**src/rtl/branch_unit.sv**
```systemverilog
// ============================================================================
// Module   : branch_unit
// Purpose  : ID-stage BEQ/BNE/J resolution with hazard stall, PC redirect,
//            IF/ID flush and saturating branch statistics.
// Revision : 1.0 - initial release
// ============================================================================
`default_nettype none

module branch_unit #(
    parameter int PC_SIZE    = 32,
    parameter int REG_ADDR   = 5,
    parameter int CNT_WIDTH  = 16,
    parameter int DELAY_SLOT = 0
) (
    input  logic                 clk,
    input  logic                 rst_n,
    input  logic                 id_valid,
    input  logic                 id_kill,
    input  logic                 id_is_beq,
    input  logic                 id_is_bne,
    input  logic                 id_is_jump,
    input  logic                 id_use_rt,
    input  logic [REG_ADDR-1:0]  id_rs,
    input  logic [REG_ADDR-1:0]  id_rt,
    input  logic [PC_SIZE-1:0]   id_pc_plus4,
    input  logic [PC_SIZE-1:0]   id_imm,
    input  logic                 cmp_eq,
    input  logic                 ex_reg_write,
    input  logic                 ex_mem_read,
    input  logic [REG_ADDR-1:0]  ex_rd,
    input  logic                 mem_mem_read,
    input  logic [REG_ADDR-1:0]  mem_rd,
    input  logic                 clr_stats,
    output logic                 stall,
    output logic                 pc_redirect,
    output logic [PC_SIZE-1:0]   branch_target,
    output logic                 flush_ifid,
    output logic [CNT_WIDTH-1:0] br_count,
    output logic [CNT_WIDTH-1:0] taken_count,
    output logic [CNT_WIDTH-1:0] stall_count
);

    localparam logic [0:0]           c_st_idle  = 1'b0;
    localparam logic [0:0]           c_st_stall = 1'b1;
    localparam logic [CNT_WIDTH-1:0] c_cnt_max  = {CNT_WIDTH{1'b1}};
    localparam logic [CNT_WIDTH-1:0] c_cnt_one  = CNT_WIDTH'(1);

    logic [0:0]           r_state;
    logic [0:0]           w_state_nxt;
    logic [1:0]           r_cnt;
    logic [1:0]           w_cnt_nxt;
    logic [1:0]           w_depth;
    logic                 w_is_br;
    logic                 w_is_j;
    logic                 w_ex_match;
    logic                 w_mem_match;
    logic                 w_stall;
    logic                 w_resolve;
    logic                 w_taken;
    logic [CNT_WIDTH-1:0] r_br_count;
    logic [CNT_WIDTH-1:0] r_taken_count;
    logic [CNT_WIDTH-1:0] r_stall_count;

    assign w_is_br = id_valid & ~id_kill & (id_is_beq | id_is_bne);
    assign w_is_j  = id_valid & ~id_kill & id_is_jump;

    // Register 0 is hardwired, so a zero destination never creates a hazard
    assign w_ex_match  = (ex_rd != '0) &&
                         ((ex_rd == id_rs) || (id_use_rt && (ex_rd == id_rt)));
    assign w_mem_match = (mem_rd != '0) &&
                         ((mem_rd == id_rs) || (id_use_rt && (mem_rd == id_rt)));

    always_comb begin
        w_depth = 2'd0;
        if (ex_reg_write && ex_mem_read && w_ex_match) begin
            w_depth = 2'd2;
        end else if ((ex_reg_write && w_ex_match) || (mem_mem_read && w_mem_match)) begin
            w_depth = 2'd1;
        end
    end

    always_comb begin
        w_state_nxt = r_state;
        w_cnt_nxt   = r_cnt;
        w_stall     = 1'b0;
        w_resolve   = 1'b0;
        case (r_state)
            c_st_idle: begin
                if (w_is_br && (w_depth != 2'd0)) begin
                    w_stall     = 1'b1;
                    w_state_nxt = c_st_stall;
                    w_cnt_nxt   = w_depth - 2'd1;
                end else if (w_is_br || w_is_j) begin
                    w_resolve = 1'b1;
                end
            end
            default: begin
                if (!id_valid || id_kill) begin
                    w_state_nxt = c_st_idle;
                    w_cnt_nxt   = 2'd0;
                end else if (r_cnt != 2'd0) begin
                    w_stall   = 1'b1;
                    w_cnt_nxt = r_cnt - 2'd1;
                end else begin
                    // Operands are forwardable now; the held branch resolves
                    w_resolve   = 1'b1;
                    w_state_nxt = c_st_idle;
                end
            end
        endcase
    end

    assign w_taken = w_is_j | (id_is_beq & cmp_eq) | (id_is_bne & ~cmp_eq);

    // Outputs are gated by reset so an asserted rst_n silences the unit at once
    assign stall         = rst_n & w_stall;
    assign pc_redirect   = rst_n & w_resolve & w_taken;
    assign flush_ifid    = rst_n & w_resolve & w_taken & (DELAY_SLOT == 0);
    assign branch_target = id_pc_plus4 + {id_imm[PC_SIZE-3:0], 2'b00};

    always_ff @(posedge clk or negedge rst_n) begin
        if (!rst_n) begin
            r_state <= c_st_idle;
            r_cnt   <= 2'd0;
        end else begin
            r_state <= w_state_nxt;
            r_cnt   <= w_cnt_nxt;
        end
    end

    always_ff @(posedge clk or negedge rst_n) begin
        if (!rst_n) begin
            r_br_count    <= '0;
            r_taken_count <= '0;
            r_stall_count <= '0;
        end else if (clr_stats) begin
            r_br_count    <= '0;
            r_taken_count <= '0;
            r_stall_count <= '0;
        end else begin
            if (w_resolve && (r_br_count != c_cnt_max)) begin
                r_br_count <= r_br_count + c_cnt_one;
            end
            if (w_resolve && w_taken && (r_taken_count != c_cnt_max)) begin
                r_taken_count <= r_taken_count + c_cnt_one;
            end
            if (w_stall && (r_stall_count != c_cnt_max)) begin
                r_stall_count <= r_stall_count + c_cnt_one;
            end
        end
    end

    assign br_count    = r_br_count;
    assign taken_count = r_taken_count;
    assign stall_count = r_stall_count;

endmodule

`default_nettype wire

```
**config.mk**
```make
export PLATFORM = sky130hd
export DESIGN_NAME = branch_unit
export DESIGN_NICKNAME = d
export VERILOG_FILES = /design/src/rtl/branch_unit.sv
export SDC_FILE = /design/constraint.sdc
export NUM_CORES = 1
export LEC_CHECK = 0
export ABC_CLOCK_PERIOD_IN_PS = 6100
export CORE_MARGIN = 3
export CORE_UTILIZATION = 30
export DETAILED_ROUTE_END_ITERATION = 7
export GPL_TIMING_DRIVEN = 0
export HOLD_SLACK_MARGIN = 0.05
export PLACE_DENSITY_LB_ADDON = 0.3
export SYNTH_ARGS = -nofsm -noshare
export SYNTH_HDL_FRONTEND = slang
export SYNTH_SLANG_ARGS = --single-unit
```
**constraint.sdc**
```tcl
create_clock -name clk -period 6.1 [get_ports clk]
set_input_delay 0.61 -clock clk [delete_from_list [all_inputs] [get_ports clk]]
set_output_delay 0.61 -clock clk [all_outputs]
set_load 0.1 [all_outputs]
```
==> impl_metrics.yaml, run 1 <==
status:
  run_status: "complete, no violations"
worst_hold_path:
  hold_class: "in -> async"
worst_setup_path:
  path_class: "in -> out"
  reg2reg_setup_slack_ns: 3.50
  startpoint_type: "input port"
  arrival_ns: 4.80
  rr_startpoint: "br_count[3]$_DFFE_PN0P_"
  endpoint_kind: "primary output"
  crit_fanout: 4
  worstPathRequired_ns: 5.49
  r2r_cells: 10
  rr_endpoint: "br_count[15]$_DFFE_PN0P_"
layout:
  regArea_um2: 1280
  n_fill_cell: 1399
  num_antenna_cells: 0
  nets: 871
  fin_util_pct: 45.8
  final_common_cell: "clkdlybuf4s50_1"
  multi_input_area_um2: 3170
  drive_above_1_share_pct: 5.40
  final_cell_mix: "174 x clkdlybuf4s50_1, 61 x nor2_1, 56 x xnor2_1"
  area_delta_synth_final_pct: 46.7
  final_cells: 925
clocking:
  insertion_delay_ns: 0.29
  cts_tree: "yes"
  cts_buffers: 5
  cts_buffer_depth: 2
  h-tree-depth: 2
  cts_resized: 0
  path_clk_slew_ns: 0.06
  cts_num_sinks: 51
  postCtsSetupBuffers: 0
  ctsHoldBuffers: 0
  cts_root_buffer: "clkbuf_16"
sta:
  finalSetupTns_ns: 0
  period_needed_ns: 5.41
  hold_viol: 0
  slew_violations: 0
  worst_slew_pin_slew_ns: 1.05
  finClkSkew_ns: 0.00587
  setup_viol: 0
  fmax_mhz: 185
  slew_headroom_pct: 30.1
  grt_setup_unrepaired: "no"
  fin_crit_sh_pct: 88.7
routing:
  vias_per_cell: 5.22
  wl_met3_mm: 1.09
  drtIter0Drc: 246
  num_vias: 4829
  wl_per_cell_um: 16.1
  remaining_drc_errors: 0
  ant_nets: 0
  top_layer_used: "met5"
  drt_pass1_iterations: 5
  m1WireLength_mm: 6.70
  wirelength_mm: 14.9
  wl_met2_mm: 6.87
global_route:
  antenna_found_initial: 1
  grt_pass1_vias: 4744
  gr-total-overflow: 0
  grt_max_degree: 39
  grt_pass1_wl_mm: 23.7
  gr-usage-all-layers_pct: 17.1
floorplan:
  die_w_um: 130
  core_area_um2: 14800
  io_pins: 180
  initial_core_util_pct: 31.2
  row_count: 44
  dieArea_um2: 16900
  dieHeight_um: 130
synthesis:
  synthCells: 557
  synth-seq-cells: 51
  syn-num-nets: 688
  synthFlopType: "dfrtp_1"
  synth_edf_count: 0
  synth_area_um2: 4610
  yosysSeqAreaShare_pct: 27.7
  ys_types: 55
  yosysWarningCount: 0
  async_flop_share_pct: 100
  synth_area_per_cell_um2: 8.28
place:
  place_inst: 917
  portBuffers: 175
  gp_congestion: 0.913
  post-dp-hpwl_mm: 12.1
power_and_ir_drop:
  cellLeakagePower_nw: 2.66
  max-vdd-ir-drop_mv: 0.138
  power_density_nw_per_um2: 199
job:
  maxCapViolations: 0
-- synthesized netlist by cell type, drive strengths merged, types with 2 or more instances --
library cell	count	share of area, %
nor2	61	5.0
xnor2	56	11
dfrtp	51	28
nand2	42	3.5
a21oi	39	4.2
ha	33	9.0
nand3	27	2.9
inv	23	1.9
o21ai	22	2.4
nor3	20	3.0
nor4	16	2.2
xor2	16	3.0
nand4	13	1.8
nor2b	12	1.6
a21o	10	1.6
and3	10	1.4
or3	9	1.2
buf	8	1.0
o31ai	8	1.6
clkbuf	7	0.57
o21a	7	1.1
or4	7	1.1
mux2	6	1.5
nand2b	6	0.81
and2	5	0.68
a211oi	4	0.65
and4	4	0.76
nand4b	4	0.76
o311ai	4	1.1
o211ai	3	0.49
o22ai	3	0.41
or2	3	0.41
a31o	2	0.38
a31oi	2	0.27
nor3b	2	0.33
-- worst max path at each step --
stage / start / to / depth (start not counted)
floorplan: ex_rd[1] / pc_redirect / 7
finish: id_pc_plus4[2] / branch_target[30] / 13
global route: id_pc_plus4[2] / branch_target[30] / 13
CTS: id_pc_plus4[2] / branch_target[30] / 13
global placement: id_pc_plus4[2] / branch_target[30] / 13
detailed placement: id_pc_plus4[2] / branch_target[30] / 13
-- cell type report --
class                   instances  share of cell area (%)
multi-input cells             468                    46.9
repair buffers                176                    26.1
flip-flops and latches         51                    18.9
well taps                     184                    3.40
clock buffers                   8                    2.31
inverters                      23                    1.28
plain buffers                  15                    1.07
-- metal layers --
| metal | up-vias | track usage, % |
|---|---|---|
| li1 | 2374 | - |
| met1 | 2257 | 22.6 |
| met2 | 174 | 29.2 |
| met3 | 22 | 3.36 |
| met4 | 2 | 3.55 |
| met5 | - | 0 |
-- where the power goes --
| part | switching, W | internal (W) | total [W] |
|---|---|---|---|
| Combinational | 0.000497 | 0.000214 | 0.000711 |
| Clock | 0.000119 | 0.000175 | 0.000294 |
| Sequential | 0.00000278 | 0.000340 | 0.000343 |
| Total | 0.000619 | 0.000729 | 0.00135 |
-- cell families after synthesis --
group                    Yosys count  synth area share, %
AND/OR/NAND/NOR                  241                 27.5
AO/OA/AOI/OAI                    114                 16.6
XOR/XNOR                          72                 13.7
flip-flops                        51                 27.7
buffers and inverters             38                 3.45
adder cells (fa/ha/maj)           34                 9.39
multiplexers                       7                 1.68
-- registers in the layout, indices dropped and copies added, names as in the netlist --
signal	count
br_count	16
r_cnt	2
r_state	1
stall_count	16
taken_count	16
-- per-stage QoR --
step / total power [W] / hold slack [ns] / worst slack, ns / cell area [um2]
final: 0.00135 / 0.239 / 0.691 / 6760
after floorplan: 0.000855 / 0.314 / 0.646 / 4610
after global placement: 0.00105 / 0.494 / 0.790 / 6590
after global routing: 0.00141 / 0.257 / 0.311 / 6760
after CTS: 0.00136 / 0.251 / 0.698 / 6760
after detailed placement: 0.00106 / 0.496 / 0.731 / 6610
-- critical path, cell delays in order --
cell,delay [ns]
clkdlybuf4s50_1,0.46
ha_1,0.16
inv_1,0.05
fa_1,0.40
nor2b_1,0.18
o31a_1,0.22
o211ai_1,0.15
nand4b_1,0.16
a41oi_1,0.21
o311ai_0,0.73
nand4b_1,0.17
nand4b_1,0.14
clkdlybuf4s50_1,1.15
No activity file was read; power rests on OpenSTA's default activity.
==> run 2, diff against run 1 <==
--- a/config.mk
+++ b/config.mk
@@ -6,10 +6,8 @@
 export NUM_CORES = 1
 export LEC_CHECK = 0
 export ABC_CLOCK_PERIOD_IN_PS = 6100
-export CORE_MARGIN = 3
 export CORE_UTILIZATION = 30
 export DETAILED_ROUTE_END_ITERATION = 7
-export GPL_TIMING_DRIVEN = 0
 export HOLD_SLACK_MARGIN = 0.05
 export PLACE_DENSITY_LB_ADDON = 0.3
 export SYNTH_ARGS = -nofsm -noshare
==> run 2 against run 1 <==
Against the previous run:
- non-clock buffer count decreased by 15
- worst setup slack improved by 0.60 ns
- count of clock-buffer cells in the layout decreased by 3
- final cell count down 1.6%
- power decreased by 2.4%
- combinational power decreased by 2%
- core utilization down 0.87 points
- critical path depth is 2 lower
- hold slack worse by 0.052 ns
- wire length down 4.2%
- sequential share of layout area up 0.37 points
- critical endpoint is now branch_target[17]
- largest power group unchanged
==> impl_metrics.yaml, run 2 (same netlist as run 1, synthesis figures left out) <==
floorplan:
  row_count: 44
  die_w_um: 126
  io_pins: 180
  core_area_um2: 14800
  dieArea_um2: 15900
  initial_core_util_pct: 31.2
  dieHeight_um: 126
layout:
  num_antenna_cells: 0
  nets: 856
  final_cells: 910
  fin_util_pct: 45.0
  final_common_cell: "clkdlybuf4s50_1"
  final_cell_mix: "163 x clkdlybuf4s50_1, 61 x nor2_1, 56 x xnor2_1"
  drive_above_1_share_pct: 6.20
  area_delta_synth_final_pct: 43.9
sta:
  grt_setup_unrepaired: "no"
  slew_headroom_pct: 25.7
  setup_ws_ns: 1.29
  slew_violations: 0
  period_needed_ns: 4.81
  fin_crit_sh_pct: 78.9
  worst_slew_pin_slew_ns: 1.11
  finalSetupTns_ns: 0
  finClkSkew_ns: 0.00830
  hold_viol: 0
  fmax_mhz: 208
  setup_viol: 0
worst_setup_path:
  arrival_ns: 4.20
  worstPathRequired_ns: 5.49
  r2r_cells: 8
  startpoint_type: "input port"
  crit_fanout: 6
  path_class: "in -> out"
  endpoint_kind: "primary output"
clocking:
  cts_buffers: 5
  insertion_delay_ns: 0.30
  ctsHoldBuffers: 0
  cts_tree: "yes"
  cts_resized: 0
  path_clk_slew_ns: 0.07
  cts_num_sinks: 51
  h-tree-depth: 2
  postCtsSetupBuffers: 0
  cts_buffer_depth: 2
  cts_root_buffer: "clkbuf_16"
place:
  portBuffers: 173
  post-dp-hpwl_mm: 11.3
  gp_congestion: 0.914
  dp_slack_ns: 1.26
  place_inst: 902
routing:
  wirelength_mm: 14.3
  wl_per_cell_um: 15.7
  drtIter0Drc: 274
  ant_nets: 0
  remaining_drc_errors: 0
  num_vias: 4787
  drt_pass1_iterations: 5
  vias_per_cell: 5.26
global_route:
  gr-usage-all-layers_pct: 18.2
  antenna_found_initial: 0
  grt_pass1_wl_mm: 23.5
  grt_max_degree: 54
  gr-total-overflow: 0
  grt_pass1_vias: 4777
power_and_ir_drop:
  max-vdd-ir-drop_mv: 0.123
  power_density_nw_per_um2: 198
  cellLeakagePower_nw: 2.62
worst_hold_path:
  hold_class: "in -> async"
job:
  maxCapViolations: 0
status:
  run_status: "complete, no violations"
[run 2: cell count changes in the layout (fill, tap and decap cells not counted)]
cell             change
clkdlybuf4s50_1     -11
buf_2                -4
clkbuf_1             -8
clkinv_2             +3
clkbuf_8             -2
buf_4                +9
buf_1                -1
buf_12               -1
[run 2: worst paths after layout]
| path | start | end | slack, ns |
|---|---|---|---|
| setup / recovery | id_pc_plus4[3] | branch_target[17] | 1.29 |
| hold / removal | rst_n | br_count[7]$_DFFE_PN0P_ | 0.19 |
| setup reg to reg | br_count[3]$_DFFE_PN0P_ | br_count[15]$_DFFE_PN0P_ | 3.56 |
| hold reg to reg | r_cnt[1]$_DFFE_PN0P_ | r_cnt[1]$_DFFE_PN0P_ | 0.52 |
| max in group asynchronous | rst_n | stall_count[7]$_DFFE_PN0P_ | 5.08 |
| min in group clk | r_cnt[1]$_DFFE_PN0P_ | r_cnt[1]$_DFFE_PN0P_ | 0.52 |
[run 2: per-stage QoR]
stage / total power (W) / hold slack [ns] / cell area, um2
after floorplan: 0.000855 / 0.314 / 4610
after global placement: 0.00104 / 0.490 / 6490
after detailed placement: 0.00105 / 0.512 / 6490
after CTS: 0.00133 / 0.188 / 6630
after global routing: 0.00137 / 0.206 / 6630
final: 0.00131 / 0.186 / 6630
[run 2: cell type report]
type	count	area [um2]
repair buffers	176	1730
well taps	184	230
multi-input cells	468	3170
clock buffers	5	125
clock inverters	3	15.0
inverters	23	86.3
fillers	1430	8120
flip-flops and latches	51	1280
[run 2: worst max-delay path: stages]
cell	delay [ns]
clkdlybuf4s50_1	0.44
ha_1	0.31
a21oi_1	0.20
nor2_1	0.10
o31ai_1	0.23
o21ai_0	0.32
a21o_1	0.28
a21o_1	0.18
a21oi_1	0.20
xnor2_1	0.16
clkdlybuf4s50_1	1.18
[run 2: layer usage]
metal | wire, um | up-vias | global-route usage (%)
li1 | - | 2345 | -
met1 | 6310 | 2258 | 23.2
met3 | 1000 | 10 | 3.23
met5 | 0 | - | 0
met2 | 6820 | 174 | 31.8
met4 | 133 | 0 | 4.18
[run 2: where the power goes]
part	internal (W)	switching, W	total (W)
combinational	0.000206	0.000490	0.000696
clock	0.000150	0.000126	0.000276
sequential	0.000340	0.00000275	0.000343
==> run 3, diff against run 2 <==
--- a/config.mk
+++ b/config.mk
@@ -5,7 +5,7 @@
 export SDC_FILE = /design/constraint.sdc
 export NUM_CORES = 1
 export LEC_CHECK = 0
-export ABC_CLOCK_PERIOD_IN_PS = 6100
+export ABC_CLOCK_PERIOD_IN_PS = 4100
 export CORE_UTILIZATION = 30
 export DETAILED_ROUTE_END_ITERATION = 7
 export HOLD_SLACK_MARGIN = 0.05
==> constraint.sdc (replaced) <==
create_clock -name clk -period 4.1 [get_ports clk]
set_input_delay 0.41 -clock clk [delete_from_list [all_inputs] [get_ports clk]]
set_output_delay 0.41 -clock clk [all_outputs]
set_load 0.1 [all_outputs]
==> run 3 against run 2 <==
Against the previous run:
- die area is the same
- combinational power grew 62%
- global-route usage is essentially flat
- largest power group unchanged
==> impl_metrics.yaml, run 3 (same netlist as run 1, synthesis figures left out) <==
power_and_ir_drop:
  power_frac_seq_pct: 24.8
  p_comb_share_pct: 55.1
  power_w: 0.00206
  p_sw_w: 0.000947
  power_density_nw_per_um2: 301
  cellLeakagePower_nw: 2.74
  clockPowerShare_pct: 20.1
  p_int_w: 0.00111
  max-vdd-ir-drop_mv: 0.226
  p_sw_share_pct: 46.0
global_route:
  gr-total-overflow: 0
  gr-usage-all-layers_pct: 18.1
  grt_pass1_wl_mm: 23.6
  antenna_found_initial: 0
  grt_pass1_vias: 4782
  grt_max_degree: 54
floorplan:
  initial_core_util_pct: 31.2
  row_count: 44
  core_area_um2: 14800
  dieHeight_um: 126
  dieArea_um2: 15900
  io_pins: 180
  die_w_um: 126
clocking:
  ctsHoldBuffers: 0
  cts_num_sinks: 51
  h-tree-depth: 2
  path_clk_slew_ns: 0.07
  cts_tree: "yes"
  insertion_delay_ns: 0.29
  cts_buffers: 5
  cts_root_buffer: "clkbuf_16"
  cts_buffer_depth: 2
layout:
  final_cell_mix: "139 x clkdlybuf4s50_1, 61 x nor2_1, 56 x xnor2_1"
  drive_above_1_share_pct: 10.2
  nets: 859
  area_delta_synth_final_pct: 48.1
  num_antenna_cells: 0
  final_common_cell: "clkdlybuf4s50_1"
  stdcell_area_um2: 6830
job:
  maxCapViolations: 0
sta:
  finalSetupTns_ns: 0
  worst_slew_pin_slew_ns: 1.05
  fin_crit_sh_pct: 93.3
  fmax_mhz: 261
  grt_setup_unrepaired: "no"
  hold_viol: 0
  finClkSkew_ns: 0.00613
  slew_headroom_pct: 29.6
  period_needed_ns: 3.83
  slew_violations: 0
  setup_viol: 0
routing:
  drt_pass1_iterations: 5
  num_vias: 4833
  remaining_drc_errors: 0
  wl_per_cell_um: 16.0
  ant_nets: 0
  drtIter0Drc: 308
  wirelength_mm: 14.6
  vias_per_cell: 5.29
worst_setup_path:
  slowest_stage: "clkdlybuf4s50_1"
  reg2reg_setup_slack_ns: 1.52
  rr_endpoint: "br_count[9]$_DFFE_PN0P_"
  cp_top_family: "buffers and inverters"
  r2r_cells: 8
  crit_chain: "clkdlybuf4s50_1 -> ha_1 -> inv_1 -> fa_1 -> nor2b_1 -> o31a_1 -> o211ai_1 -> nand4b_1 -> a41oi_1 -> o311ai_1 -> buf_4 -> a21oi_1 -> nand4b_1 -> buf_12"
  endpoint_kind: "primary output"
  path_class: "in -> out"
  arrival_ns: 3.42
  rr_startpoint: "br_count[3]$_DFFE_PN0P_"
  startpoint_type: "input port"
  slowest_delay_ns: 0.47
  crit_fanout: 3
  crit_top_cell: "nand4b_1"
  critical_path_buf_inv_count: 4
  worstPathRequired_ns: 3.69
place:
  portBuffers: 173
  post-dp-hpwl_mm: 11.6
  placed_cell_area_um2: 6690
  gp_congestion: 0.911
status:
  run_status: "complete, no violations"
worst_hold_path:
  hold_class: "in -> async"
==> run 3: changes by cell type in the layout (fill, tap and decap cells not counted), moves of 2 or more <==
| cell | before | now |
|---|---|---|
| clkinv_2 | 3 | 1 |
| buf_4 | 12 | 21 |
| clkbuf_1 | 0 | 2 |
| nor3_2 | 8 | 10 |
| buf_12 | 0 | 17 |
| nor3_1 | 12 | 10 |
| clkdlybuf4s50_1 | 163 | 139 |
==> run 3: how the worst max path moves through the flow <==
stage / cells after the start / slack [ns] / from / end
after CTS: 14 / 0.14 / id_imm[0] / branch_target[30]
after detailed placement: 14 / 0.17 / id_imm[0] / branch_target[30]
after floorplan: 11 / 0.11 / id_pc_plus4[2] / branch_target[16]
final: 14 / 0.27 / id_imm[0] / branch_target[30]
after global routing: 14 / 0.04 / id_imm[0] / branch_target[30]
after global placement: 14 / 0.25 / id_pc_plus4[2] / branch_target[30]
==> run 3: metal layers <==
layer / vias to the layer above / part of all wire (%) / GRT usage, %
li1: 2348 / - / -
met1: 2281 / 44 / 23.1
met2: 185 / 47 / 31.3
met3: 19 / 7.3 / 3.91
met4: 0 / 1.3 / 4.11
met5: - / 0 / 0
==> run 3: final cells by class <==
class	count	area (um2)
fill	1409	7930
multi-input combinational	468	3200
timing repair buffer	179	1900
sequential	51	1280
tap	184	230
clock buffer	7	133
inverter	23	86.3
clock inverter	1	5.00
==> run 3: through the flow <==
stage	cells	worst slack, ns	hold WS (ns)	utilization [%]
6_report	913	0.273	0.0827	46.3
5_1_grt	913	0.0371	0.108	46.3
4_1_cts	913	0.139	0.0882	46.3
3_5_place_dp	905	0.172	0.404	45.3
3_3_place_gp	905	0.246	0.391	45.3
2_1_floorplan	557	0.111	0.114	-
==> run 3: repair_timing <==
item	4_1_cts	5_1_grt
setup endpoints to repair	0	1
buffers inserted	0	0
gates resized for setup	0	1
==> run 3: power groups by stage <==
stage,Clock (W),Combinational (W),Sequential (W)
after floorplan,0,0.000738,0.000537
after global placement,0,0.00112,0.000519
after detailed placement,0,0.00113,0.000519
after CTS,0.000422,0.00114,0.000510
after global routing,0.000445,0.00118,0.000510
final,0.000415,0.00113,0.000510
